$ cat src/rtl/aes_sbox_lookup_engine.sv
// aes_sbox_lookup_engine
//   Applies SubBytes / InvSubBytes to a 128-bit AES state by looking every byte
//   up in an external dual-port S-box RAM (addr[8] selects the inverse table).
//   Two bytes per cycle: port A serves even bytes, port B odd bytes, eight
//   issue cycles per state. One state in flight at a time.
// Ports
//   clk, rst_n               clock, async active-low reset
//   in_valid/in_ready        input handshake; in_state (128b), in_inverse
//   out_valid/out_ready      output handshake; out_state (128b), held until taken
//   ram_ce, ram_oce          RAM clock enable / output-register enable (both ports)
//   ram_ada, ram_adb         9-bit port addresses {inv, byte}
//   ram_douta, ram_doutb     RAM read data
// Parameter
//   RAM_LATENCY              1 = bypass read, 2 = output-register read

// One RAM port: drives the address for byte 2k+lane and collects the returned
// substitution into its slice of the result.
module aes_sbox_lookup_lane (
  input  logic            clk,
  input  logic            rst_n,
  input  logic [7:0][7:0] bytes_i,
  input  logic [2:0]      k_i,
  input  logic            inv_i,
  input  logic            cap_i,
  input  logic [2:0]      cap_tag_i,
  input  logic [7:0]      dout_i,
  output logic [8:0]      addr_o,
  output logic [7:0][7:0] res_o
);
  logic [7:0][7:0] res_q;

  // k stays at 7 outside ISSUE, so the address holds its last value in DRAIN.
  assign addr_o = {inv_i, bytes_i[k_i]};
  assign res_o  = res_q;

  always_ff @(posedge clk or negedge rst_n) begin
    if (!rst_n)     res_q <= '0;
    else if (cap_i) res_q[cap_tag_i] <= dout_i;
  end
endmodule

module aes_sbox_lookup_engine #(
  parameter int RAM_LATENCY = 1
) (
  input  logic         clk,
  input  logic         rst_n,
  input  logic         in_valid,
  output logic         in_ready,
  input  logic [127:0] in_state,
  input  logic         in_inverse,
  output logic         out_valid,
  input  logic         out_ready,
  output logic [127:0] out_state,
  output logic         ram_ce,
  output logic         ram_oce,
  output logic [8:0]   ram_ada,
  output logic [8:0]   ram_adb,
  input  logic [7:0]   ram_douta,
  input  logic [7:0]   ram_doutb
);
  localparam int NUM_LANES = 2;

  typedef enum logic [1:0] {IDLE, ISSUE, DRAIN, DONE} state_e;

  state_e       state_q, state_d;
  logic [2:0]   k_q, k_d;
  logic         started_q;
  logic         inv_q;
  logic [127:0] st_q;

  // Issue tag shift register: stage i is the lookup issued i cycles ago.
  logic [RAM_LATENCY:1]      vld_pipe;
  logic [RAM_LATENCY:1][2:0] tag_pipe;

  logic       issue, accept, cap;
  logic [2:0] cap_tag;

  logic [NUM_LANES-1:0][7:0][7:0] lane_bytes, lane_res;
  logic [NUM_LANES-1:0][8:0]      lane_addr;
  logic [NUM_LANES-1:0][7:0]      lane_dout;

  assign issue   = (state_q == ISSUE);
  assign accept  = in_valid && in_ready;
  assign cap     = vld_pipe[RAM_LATENCY];
  assign cap_tag = tag_pipe[RAM_LATENCY];

  // in_ready is held low through reset and rises on the first edge after it.
  assign in_ready  = started_q && (state_q == IDLE);
  assign out_valid = (state_q == DONE);
  assign ram_ce    = (state_q == ISSUE) || (state_q == DRAIN);
  assign ram_oce   = ram_ce;

  always_comb begin
    state_d = state_q;
    k_d     = k_q;
    case (state_q)
      IDLE:    if (accept) begin state_d = ISSUE; k_d = '0; end
      ISSUE:   if (k_q == 3'd7) state_d = DRAIN;
               else             k_d = k_q + 3'd1;
      DRAIN:   if (cap && cap_tag == 3'd7) state_d = DONE;
      DONE:    if (out_ready) state_d = IDLE;
      default: state_d = IDLE;
    endcase
  end

  always_ff @(posedge clk or negedge rst_n) begin
    if (!rst_n) begin
      state_q   <= IDLE;
      k_q       <= '0;
      started_q <= 1'b0;
      inv_q     <= 1'b0;
      st_q      <= '0;
      vld_pipe  <= '0;
      tag_pipe  <= '0;
    end else begin
      state_q     <= state_d;
      k_q         <= k_d;
      started_q   <= 1'b1;
      vld_pipe[1] <= issue;
      tag_pipe[1] <= k_q;
      for (int i = 2; i <= RAM_LATENCY; i++) begin
        vld_pipe[i] <= vld_pipe[i-1];
        tag_pipe[i] <= tag_pipe[i-1];
      end
      if (accept) begin
        st_q  <= in_state;
        inv_q <= in_inverse;
      end
    end
  end

  assign ram_ada      = lane_addr[0];
  assign ram_adb      = lane_addr[1];
  assign lane_dout[0] = ram_douta;
  assign lane_dout[1] = ram_doutb;

  // Lane l owns state bytes 2j+l, j = 0..7.
  for (genvar l = 0; l < NUM_LANES; l++) begin : g_lane
    for (genvar j = 0; j < 8; j++) begin : g_byte
      assign lane_bytes[l][j]              = st_q[(2*j+l)*8 +: 8];
      assign out_state[(2*j+l)*8 +: 8]     = lane_res[l][j];
    end
    aes_sbox_lookup_lane u_lane (
      .clk       (clk),
      .rst_n     (rst_n),
      .bytes_i   (lane_bytes[l]),
      .k_i       (k_q),
      .inv_i     (inv_q),
      .cap_i     (cap),
      .cap_tag_i (cap_tag),
      .dout_i    (lane_dout[l]),
      .addr_o    (lane_addr[l]),
      .res_o     (lane_res[l])
    );
  end
endmodule

$ cat config.mk
export PLATFORM = sky130hd
export DESIGN_NAME = aes_sbox_lookup_engine
export DESIGN_NICKNAME = d
export VERILOG_FILES = /design/src/rtl/aes_sbox_lookup_engine.sv
export SDC_FILE = /design/constraint.sdc
export NUM_CORES = 1
export LEC_CHECK = 0
export BUFFER_PORTS_ARGS = -buffer_cell sky130_fd_sc_hd__buf_4
export CAP_MARGIN = 20
export CORE_ASPECT_RATIO = 0.9
export CORE_MARGIN = 5
export CORE_UTILIZATION = 55
export DETAILED_ROUTE_END_ITERATION = 7
export PLACE_DENSITY = 0.82
export SLEW_MARGIN = 0
export SYNTH_ARGS = -nofsm -noshare
export SYNTH_HDL_FRONTEND = slang
export SYNTH_SLANG_ARGS = --single-unit
$ cat constraint.sdc
create_clock -name clk -period 3.25 [get_ports clk]
set_input_delay 0.1625 -clock clk [delete_from_list [all_inputs] [get_ports clk]]
set_output_delay 0.1625 -clock clk [all_outputs]
set_load 0.01 [all_outputs]
### Word-level counts from Yosys, hierarchy flattened

Index checks and enable logic that the tools add are counted.

| storage, ports and cells | value |
|---|---|
| register bits | 267 |
| bits in latches | 0 |
| memory bits (writable) | 0 |
| ROM bits | 0 |
| input port bits | 149 |
| output and inout bits | 150 |
| word-level logic and storage cells | 62 |
| memories kept | 0 |

| cells by class | value |
|---|---|
| $add $sub $neg | 1 |
| $mul | 0 |
| div/mod/pow operators | 0 |
| magnitude comparators | 3 |
| eq/ne operators | 10 |
| shift operators | 0 |
| muxes and demuxes | 16 |
| bitwise gates (word level) | 0 |
| reduce and logical (&&, ||, !) cells | 9 |

Operators with widths:

| cell | number |
|---|---|
| bitwise mux 64 bit | 2 |
| binary-select mux 8 bit (select 3 bit) | 2 |
| demux 8 bit (select 3 bit) | 1 |
| two-way mux 8 bit | 3 |
| < comparator 3 x 4 -> 1 bit (second input constant) | 2 |
| two-way mux 2 bit | 4 |
| case mux 2 bit (4 select lines) | 1 |
| equality test 3 bit (second input constant) | 2 |
| two-way mux 3 bit | 2 |
| != test 2 x 1 -> 1 bit (second input constant) | 3 |
| case mux 3 bit (2 select lines) | 1 |
| equality test 2 bit (second input constant) | 2 |
| logical AND 1 bit | 4 |
| != test 2 bit (second input constant) | 2 |
| AND reduction 4 bit | 1 |
| adder 3 x 1 -> 3 bit (second input constant) | 1 |
| >= comparator 3 x 1 -> 1 bit (second input constant) | 1 |
| AND reduction 3 bit | 1 |
| equality test 2 x 1 -> 1 bit (second input constant) | 1 |
| zero test 2 bit | 1 |
| nonzero test 2 bit | 1 |
| logical OR 1 bit | 1 |

### Depth between registers and ports, before layout

Gate-level depths: netlist of run 1.

| logic depth | value |
|---|---|
| word-level depth | 5 |
| gate-level depth with buffers | 6 |
| mapped depth without buffers | 5 |

### Modules after synthesis

Synthesis of run 1 repeated with hierarchy kept, for this count alone.

| second synthesis, totals | value |
|---|---|
| cell total of the unflattened synthesis | 670 |
| area, all modules | 11807.6 µm² |

Modules (own cells, without submodules):

| module | times used | cells an instance | area each (µm²) | seq. area each (µm²) |
|---|---|---|---|---|
| aes_sbox_lookup_lane | 2 | 173 | 3000.4 | 1601.5 |
| aes_sbox_lookup_engine | 1 | 324 | 5806.8 | 3478.3 |

### Worst setup path after synthesis of run 1

No wires, ideal clock.

| timing | value |
|---|---|
| kind | register to register |
| start point | register state_q[0] |
| end point | register st_q[100] |
| library setup time | 0.125 ns |
| arrival | 1.583 ns |
| data required time | 3.125 ns |
| setup slack | 1.542 ns |
| stages on the path, launching flop included | 7 |
| buffers on the path | 2 |
| period minus slack after synthesis | 1.708 ns |
| cells stage by stage | dfrtp_1 -> inv_1 -> ha_1 -> nand3_1 -> clkbuf_1 -> buf_2 -> mux2_2 |

| on the way | value |
|---|---|
| longest elaborated chain between the ends | 3 |

Ends and longest elaborated chain:

| what | line | RTL |
|---|---|---|
| from (decl) | 65 | `state_e state_q, state_d;` |
| from (signal assigned) | 116 | `state_q <= state_d;` |
| zero test 2 bit | 88 | `assign in_ready = started_q && (state_q == IDLE);` |
| logical AND 1 bit | 88 |  |
| logical AND 1 bit | 83 | `assign accept = in_valid && in_ready;` |
| to (signal assigned) | 126 | `st_q <= in_state;` |
| to (decl) | 69 | `logic [127:0] st_q;` |

No other way between the ends.
A chain may end at the register's enable or synchronous reset.

### Worst setup path in the final report of run 1

| timing | value |
|---|---|
| start point | register k_q[0] |
| end point | output ram_adb[3] |

| on the way | value |
|---|---|
| longest elaborated chain between the ends | 2 |

Ends and longest elaborated chain:

| what | line | RTL |
|---|---|---|
| from (decl) | 66 | `logic [2:0] k_q, k_d;` |
| from (signal assigned) | 117 | `k_q <= k_d;` |
| binary-select mux 8 bit (select 3 bit) | 33 | `assign addr_o = {inv_i, bytes_i[k_i]};` |
| two-way mux 8 bit (implied by the code) | 33 |  |
| to (decl) | 57 | `output logic [8:0] ram_adb,` |

No other way between the ends. The select of a mux whose other input is x is not followed.

==> results of run 1 <==
-- critical path: cells and delay by family, from the launching register on --
family	cells	cell delay [ps]
multiplexers	2	840
flip-flops	1	740
buffers and inverters	2	430
-- synthesized netlist by cell type, drive strengths merged, types with 2 or more instances --
cell / number
a21oi: 2
a221o: 2
buf: 32
clkbuf: 7
dfrtp: 267
ha: 6
inv: 2
mux2: 274
mux4: 32
nand2: 2
nand2b: 3
nand3b: 2
nand4b: 3
nor2: 2
nor2b: 2
nor3: 2
nor3b: 2
-- power breakdown --
group	switching, uW	internal [uW]	leakage (uW)
combinational	2540	3750	0.00365
sequential	1160	5010	0.00316
clock	1230	1660	0.000402
-- timing repair --
action,CTS,global route
hold buffers,147,0
hold endpoints to repair,332,0
buffers inserted,0,0
gates resized for setup,0,0
-- cells by family (layout without fill, tap and decap cells) --
logic type / after synthesis / in the layout / synth area share (%)
other: 1 / 3 / 0.03369
buffers and inverters: 41 / 502 / 2.260
DFF: 267 / 267 / 60.03
and+or+nand+nor: 23 / 23 / 2.001
muxes: 306 / 306 / 34.20
AOI/OAI and AO/OA: 11 / 11 / 0.8094
adders and majority gates: 6 / 6 / 0.6744
-- registers in the layout (all words and copies together) (netlist names) --
| signal | count |
|---|---|
| st_q | 128 |
| started_q | 1 |
| cap | 1 |
| g_lane.u_lane.res_o | 128 |
| cap_tag | 3 |
| state_q | 2 |
| k_q | 3 |
| inv_q | 1 |
-- final cells by class --
cell class              instances  area (um2)
repair buffers                454        3834
well taps                     255       319.1
inverters                       2       7.507
multi-input cells             347        4210
fillers                      1051        4055
clock inverters                 4       20.02
flip-flops and latches        267        6683
clock buffers                  42       792.0
diodes                          2       5.005
-- per-stage QoR --
| stage | power (uW) | instances | util [%] | setup slack [ps] | hold WS, ps |
|---|---|---|---|---|---|
| CTS | 15240 | 1371 | 79.62 | 497.0 | 90.64 |
| global route | 16130 | 1372 | 79.64 | 384.2 | 93.83 |
| floorplan | 9323 | 655 | - | 1542 | -133.1 |
| global placement | 11950 | 1178 | 68.16 | 1059 | 187.6 |
| finish | 15350 | 1373 | 79.65 | 545.0 | 104.5 |
| detailed placement | 12190 | 1178 | 68.16 | 999.2 | 194.3 |
-- routing by layer --
metal  up-vias  track usage (%)  share of wire, %  wire length (um)
met4         2            10.97               4.4              1419
met1      3809            33.66                38             12050
li1       3296                -                 -                 -
met5         -                0             0.041                13
met2       313            48.50                51             16280
met3        86            6.863               6.7              2137
-- final timing paths --
path                       startpoint                          to  slack (ps)
min                          in_valid                      k_q[1]         100
max                            k_q[0]                  ram_adb[3]         550
max reg2reg                    k_q[0]                  state_q[1]        1030
max in group asynchronous       rst_n  g_lane[1].u_lane.res_o[53]        1990
min in group asynchronous       rst_n  g_lane[0].u_lane.res_o[62]         240
min reg2reg                    k_q[1]                  cap_tag[1]         390
==> reports/summary.txt, run 1 <==
Crit path DAT - 2540 ps
# DRC - 0
Rel. slew slack - 34.19%
F_max - 369.7 MHz
Top_reg_cell synth - dfrtp_1
Synth area leader - dfrtp_1
Setup-failing EPs final - 0
Mapped Cells - 655
CTS root buf - clkbuf_16
Final Skew - 13.81 ps
1st-iter DRT viols - 324
VDD IR max - 648.9 uV
Largest net degree at the start of global routing - 130
CTS buffer count - 27
Max Slew Vio Count - 0
Die height - 145.0 um
Drt total wl - 31.90 mm
PwrDens - 967.4 mW/mm2
Synthesized area - 0.01113 mm2
CP max FO - 19
Final hold viol count - 0
Ranking of synthesized cells by area - dfrtp_1 60%, mux2_2 28%, mux4_2 6.5%, buf_2 0.81%, ha_1 0.67%
Initial antenna violation count - 2
Core ar. - 0.01993 mm2
Insertion delay to the later sink of the worst-skew pair - 520 ps
CTS tree - built
Reg2Reg Depth - 5
Avg WL per Cell - 23.23 um
Syn nets - 810
RSZ-0062 raised after global routing - false
Via Count - 7,506
Die footprint - 0.02319 mm2
Crit end category - output pin
Initial core utilization - 55.86%
Share of the synthesized area in the top cell type - 60.03%
Critical path class - reg -> out
GPL Wtd Cong - 0.7967
Fin crit period - 2705 ps
Vias in the first global route - 8,762
Slowest CP cell - dfrtp_2
CP cell instances - buf_12 > mux4_2 > mux2_2 > buf_4
Share of layout cells above drive strength 1 - 59.32%
Asr flop ratio synth - 100.0%
Seq cells post-synth - 267
Worst path required time - 3090 ps
Number of flops mapped to enable cells by yosys - 0
H-tree Lvls - 1
1st-pass router iterations - 5
Seq/Total Area, Yosys - 60.03%
I/O Buffers - 298
Design area - 0.01587 mm2
Tightest Pin Transition - 984.0 ps
Worst hold path cell count - 3
Final period util - 83.23%
Most common cell after layout, fill and taps aside - buf_4
Area grow syn2layout - 42.58%
Final ANT Viol Nets - 0
Ys Warns - 0
DP Area - 0.01358 mm2
Ports - 299
Floorplan row count - 49
Crit-path max cell delay - 740 ps
Static Leak - 0.007209 uW
Nets - 1,254
Most frequent cells in the layout - 302 x buf_4, 273 x mux2_2, 266 x dfrtp_1
Vias/cell - 5.467
Overall routing resource usage - 27.88%
Detail Placement HPWL - 19.96 mm
Post-Syn Area per Cell - 16.99 um2
Setup crit start kind - flip-flop
Grt total ovfl - 0
Reg clk slew, reported paths - 60 ps
Distinct cells, synth - 35
Max Cap Viol - 0
CTS Sinks - 267
Total Neg Setup Slack - 0 ps
First-pass GRT wire length - 50.98 mm
Worst hold-check path type - in -> reg
Status - complete, no violations
CTS Buffer Depth - 3
Die span in x - 160.0 um
No activity file was read; power rests on OpenSTA's default activity.
==> run 2, diff against run 1 <==
--- a/config.mk
+++ b/config.mk
@@ -9,9 +9,9 @@
 export CAP_MARGIN = 20
 export CORE_ASPECT_RATIO = 0.9
 export CORE_MARGIN = 5
-export CORE_UTILIZATION = 55
+export CORE_UTILIZATION = 53
 export DETAILED_ROUTE_END_ITERATION = 7
-export PLACE_DENSITY = 0.82
+export PLACE_DENSITY = 0.79
 export SLEW_MARGIN = 0
 export SYNTH_ARGS = -nofsm -noshare
 export SYNTH_HDL_FRONTEND = slang
==> constraint.sdc (replaced) <==
create_clock -name clk -period 2.5 [get_ports clk]
set_input_delay 0.125 -clock clk [delete_from_list [all_inputs] [get_ports clk]]
set_output_delay 0.125 -clock clk [all_outputs]
set_load 0.01 [all_outputs]
==> reports/summary.txt, run 2 (synthesis results as in run 1) <==
Vias/cell - 5.312
Int Pwr - 14,060 uW
CTS Buffer Depth - 3
CTS Sinks - 267
CTS buffer count - 28
RR Startpoint - k_q[1]
Overall routing resource usage - 26.42%
Largest net degree at the start of global routing - 94
First-pass GRT wire length - 49.26 mm
CP cell instances - buf_16 > mux4_2 > mux2_2 > buf_4
Tightest Pin Transition - 705.0 ps
Static Leak - 0.007319 uW
Die span in x - 162.8 um
CTS root buf - clkbuf_16
CP max FO - 25
1st-iter DRT viols - 351
Fin crit period - 2376 ps
Reg clk slew, reported paths - 60 ps
GPL Wtd Cong - 0.8231
Via Count - 7,532
Sequential fraction of design power - 39.1%
Die footprint - 0.02400 mm2
Switching power - 6373 uW
Sw Ratio - 31.19%
Die height - 147.5 um
Slowest CP cell - mux4_2
Final hold viol count - 0
Initial core utilization - 53.75%
WP buf/inv - 2
Final ANT Viol Nets - 0
I/O Buffers - 298
R2R Setup Slk - 490 ps
Crit-path max cell delay - 560 ps
Avg WL per Cell - 22.31 um
CTS tree - built
Design area - 0.01614 mm2
Total Neg Setup Slack - 0 ps
# DRC - 0
Comb power frac - 40.0%
Nets - 1,264
Critical Path Source - k_q[0]
PwrDens - 1266 mW/mm2
FILL cells - 1,185
Top delay family on crit path - multiplexers
Setup crit start kind - flip-flop
Core ar. - 0.02071 mm2
H-tree Lvls - 1
Setup crit end - ram_ada[6]
Critical path class - reg -> out
Setup-failing EPs final - 0
Detail Placement HPWL - 20.18 mm
Area grow syn2layout - 45.02%
Grt total ovfl - 0
Initial antenna violation count - 2
DP Area - 0.01369 mm2
RSZ-0062 raised after global routing - false
Worst hold-check path type - in -> reg
Most common cell after layout, fill and taps aside - buf_4
Final Skew - 8.131 ps
Final period util - 95.03%
1st-pass router iterations - 4
Ports - 299
Status - complete, no violations
Reg2Reg Depth - 5
F_max - 420.9 MHz
Rel. slew slack - 52.82%
Reg2reg end - state_q[1]
Insertion delay to the later sink of the worst-skew pair - 530 ps
Share of layout cells above drive strength 1 - 59.82%
Clock Power Share - 20.9%
VDD IR max - 803.2 uV
Crit end category - output pin
Floorplan row count - 50
Worst path required time - 2380 ps
Vias in the first global route - 8,529
Most frequent cells in the layout - 310 x buf_4, 273 x mux2_2, 265 x dfrtp_1
Max Slew Vio Count - 0
CP Depth - 4
Max Cap Viol - 0
Crit path DAT - 2250 ps
Drt total wl - 31.64 mm
-- run 2: changes by cell type in the layout (fill, tap and decap cells not counted), sizes merged --
cell,previous run,this run
buf,307,316
bufinv,0,3
clkbuf,42,45
clkinv,4,2
clkinvlp,0,1
-- run 2: through the flow --
| step | power, uW | setup WS, ps | utilization (%) | hold slack [ps] | std cells |
|---|---|---|---|---|---|
| CTS | 20420 | 123.5 | 77.93 | 44.16 | 1416 |
| global route | 21510 | 64.61 | 77.95 | 78.18 | 1418 |
| detailed placement | 15880 | 451.1 | 66.10 | 142.0 | 1216 |
| finish | 20430 | 124.3 | 77.95 | 71.53 | 1418 |
| floorplan | 12120 | 792.0 | - | -170.6 | 655 |
| global placement | 15610 | 497.9 | 66.10 | 136.4 | 1216 |
-- run 2: final cells by class --
type                            instances  area (um2)  area share [%]
Inverter                                2       7.507         0.04651
Timing Repair Buffer                  463        3921           24.29
Multi-Input combinational cell        347        4210           26.08
Tap cell                              286       357.8           2.217
Sequential cell                       267        6686           41.42
Clock buffer                           45       845.8           5.240
Antenna cell                            2       5.005         0.03101
Clock inverter                          6       107.6          0.6666
-- run 2: repair_timing --
action	CTS	global route
buffers inserted	2	0
setup endpoints to repair	16	0
hold buffers	147	0
resized for setup	2	0
hold endpoints to repair	329	0
-- run 2: per-layer routing --
metal	up-vias	share of wire, %	GRT usage (%)
met3	67	7.6	6.886
li1	3310	-	-
met2	294	51	46.66
met1	3861	38	31.67
met4	0	3.6	8.679
met5	-	0	0
-- run 2: worst min-delay path by stage --
stage,slack [ps],end,depth (start not counted),startpoint
floorplan,-170,cap,0,rst_n
global placement,140,g_lane[1].u_lane.res_o[37],1,rst_n
detailed placement,140,g_lane[1].u_lane.res_o[37],1,rst_n
CTS,40,k_q[2],3,in_valid
global route,80,k_q[1],3,in_valid
finish,70,k_q[2],3,in_valid
-- run 2: power groups by stage --
stage	sequential, uW	clock (uW)	combinational (uW)
CTS	7910	4330	8180
floorplan	7910	0	4200
finish	7980	4280	8180
detailed placement	8000	0	7880
global placement	7920	0	7690
global route	8210	4530	8770
-- run 2: worst min-delay path, cell delays in order --
cell and delay, ps:
buf_4 110, and3_1 180, a221o_1 140
==> run 3, diff against run 2 <==
--- a/config.mk
+++ b/config.mk
@@ -9,9 +9,9 @@
 export CAP_MARGIN = 20
 export CORE_ASPECT_RATIO = 0.9
 export CORE_MARGIN = 5
-export CORE_UTILIZATION = 53
+export CORE_UTILIZATION = 40
 export DETAILED_ROUTE_END_ITERATION = 7
-export PLACE_DENSITY = 0.79
+export PLACE_DENSITY = 0.62
 export SLEW_MARGIN = 0
 export SYNTH_ARGS = -nofsm -noshare
 export SYNTH_HDL_FRONTEND = slang
==> reports/summary.txt, run 3 (synthesis results as in run 1) <==
Final hold viol count - 0
Final Skew - 7.350 ps
FILL cells - 2,186
Floorplan row count - 58
Overall routing resource usage - 19.29%
Reg2reg end - g_lane[0].u_lane.res_o[28]
Insertion delay to the later sink of the worst-skew pair - 530 ps
CTS root buf - clkbuf_16
Critical path class - reg -> out
Critical Path Source - k_q[0]
DP Area - 0.01380 mm2
Area occupied by multi-input gates - 0.004210 mm2
Sequential fraction of design power - 38.3%
Most common cell after layout, fill and taps aside - buf_4
Int Pwr - 14,140 uW
Avg WL per Cell - 20.28 um
Crit end category - output pin
Tightest Pin Transition - 709.1 ps
Setup-failing EPs final - 0
CTS Buffer Depth - 3
Max Slew Vio Count - 0
Setup crit end - ram_adb[0]
CTS tree - built
CTS buffer count - 28
Design Power - 20,290 uW
First-pass GRT wire length - 47.60 mm
H-tree Lvls - 1
Die footprint - 0.03127 mm2
Post-route core utilization - 58.71%
Post-CTS Setup Bufs - 0
Final period util - 94.49%
Static Leak - 0.007335 uW
Final ANT Viol Nets - 0
RSZ-0062 raised after global routing - false
Core ar. - 0.02772 mm2
Most frequent cells in the layout - 308 x buf_4, 273 x mux2_2, 265 x dfrtp_1
Crit path DAT - 2240 ps
CP max FO - 26
Post-cts gate resize count - 0
Area grow syn2layout - 46.22%
Sw Ratio - 30.31%
Ports - 299
1st-pass router iterations - 4
Crit-path max cell delay - 590 ps
Status - complete, no violations
Total Neg Setup Slack - 0 ps
Clock Power Share - 22.0%
PwrDens - 1247 mW/mm2
R2R Setup Slk - 570 ps
Worst path required time - 2380 ps
# DRC - 0
Initial antenna violation count - 3
Worst hold-check path type - in -> reg
Largest net degree at the start of global routing - 81
Comb power frac - 39.7%
RR Startpoint - cap_tag[1]
Reg clk slew, reported paths - 60 ps
Switching power - 6149 uW
Drt total wl - 30.27 mm
CTS Sinks - 267
Via Count - 7,286
GPL Wtd Cong - 0.7407
Share of layout cells above drive strength 1 - 60.27%
Fin crit period - 2362 ps
Setup crit start kind - flip-flop
Initial core utilization - 40.15%
Fin Hold WS - 72.85 ps
F_max - 423.3 MHz
Design area - 0.01628 mm2
Nets - 1,263
Vias in the first global route - 8,062
I/O Buffers - 298
Vias/cell - 4.883
Slowest CP cell - mux4_2
Rel. slew slack - 52.56%
Detail Placement HPWL - 20.33 mm
1st-iter DRT viols - 251
VDD IR max - 697.6 uV
Die span in x - 185.8 um
Reg2Reg Depth - 2
Sequential cell area - 0.006684 mm2
Max Cap Viol - 0
Hold Buf Count CTS - 147
Die height - 168.3 um
CP cell instances - buf_12 > mux4_2 > mux2_2 > buf_4
Grt total ovfl - 0
-- run 3: critical path: cells and delay by family, from the launching register on --
family / cells / cell delay (ps)
flops: 1 / 400
buf+inv: 2 / 410
mux: 2 / 880
-- run 3: how the worst min path moves through the flow --
stage / startpoint / endpoint / slack (ps) / cells after the start
2_1_floorplan: rst_n / cap / -170 / 0
3_3_place_gp: rst_n / g_lane[0].u_lane.res_o[29] / 170 / 1
3_5_place_dp: rst_n / g_lane[0].u_lane.res_o[12] / 170 / 1
4_1_cts: in_valid / k_q[2] / 50 / 3
5_1_grt: in_valid / k_q[2] / 80 / 3
6_report: in_valid / k_q[2] / 70 / 3
-- run 3: power groups by stage --
| stage | registers, uW | logic, uW | clock network [uW] |
|---|---|---|---|
| finish | 7770 | 8050 | 4460 |
| global route | 8060 | 8740 | 4770 |
| CTS | 7780 | 8220 | 4590 |
| detailed placement | 7850 | 8000 | 0 |
| global placement | 7790 | 7890 | 0 |
| floorplan | 7910 | 4200 | 0 |
-- run 3: cell type report --
type | instances | share of cell area (%)
Multi-Input combinational cell | 347 | 25.87
Timing Repair Buffer | 462 | 24.08
Clock buffer | 37 | 4.828
Clock inverter | 15 | 1.315
Inverter | 2 | 0.04613
Tap cell | 360 | 2.768
Sequential cell | 267 | 41.07
Antenna cell | 2 | 0.03075
-- run 3: per-layer routing --
layer | vias up | track usage, % | wire, um
li1 | 3311 | - | -
met1 | 3685 | 26.22 | 12910
met2 | 245 | 32.15 | 14490
met3 | 43 | 4.580 | 2340
met4 | 2 | 3.358 | 505
met5 | - | 0 | 13
-- run 3: stage by stage --
| step | instances | setup slack (ps) |
|---|---|---|
| after CTS | 1490 | 80.27 |
| after floorplan | 655 | 792.0 |
| after global routing | 1492 | 62.67 |
| after detailed placement | 1291 | 541.2 |
| after global placement | 1291 | 555.3 |
| final | 1492 | 137.9 |
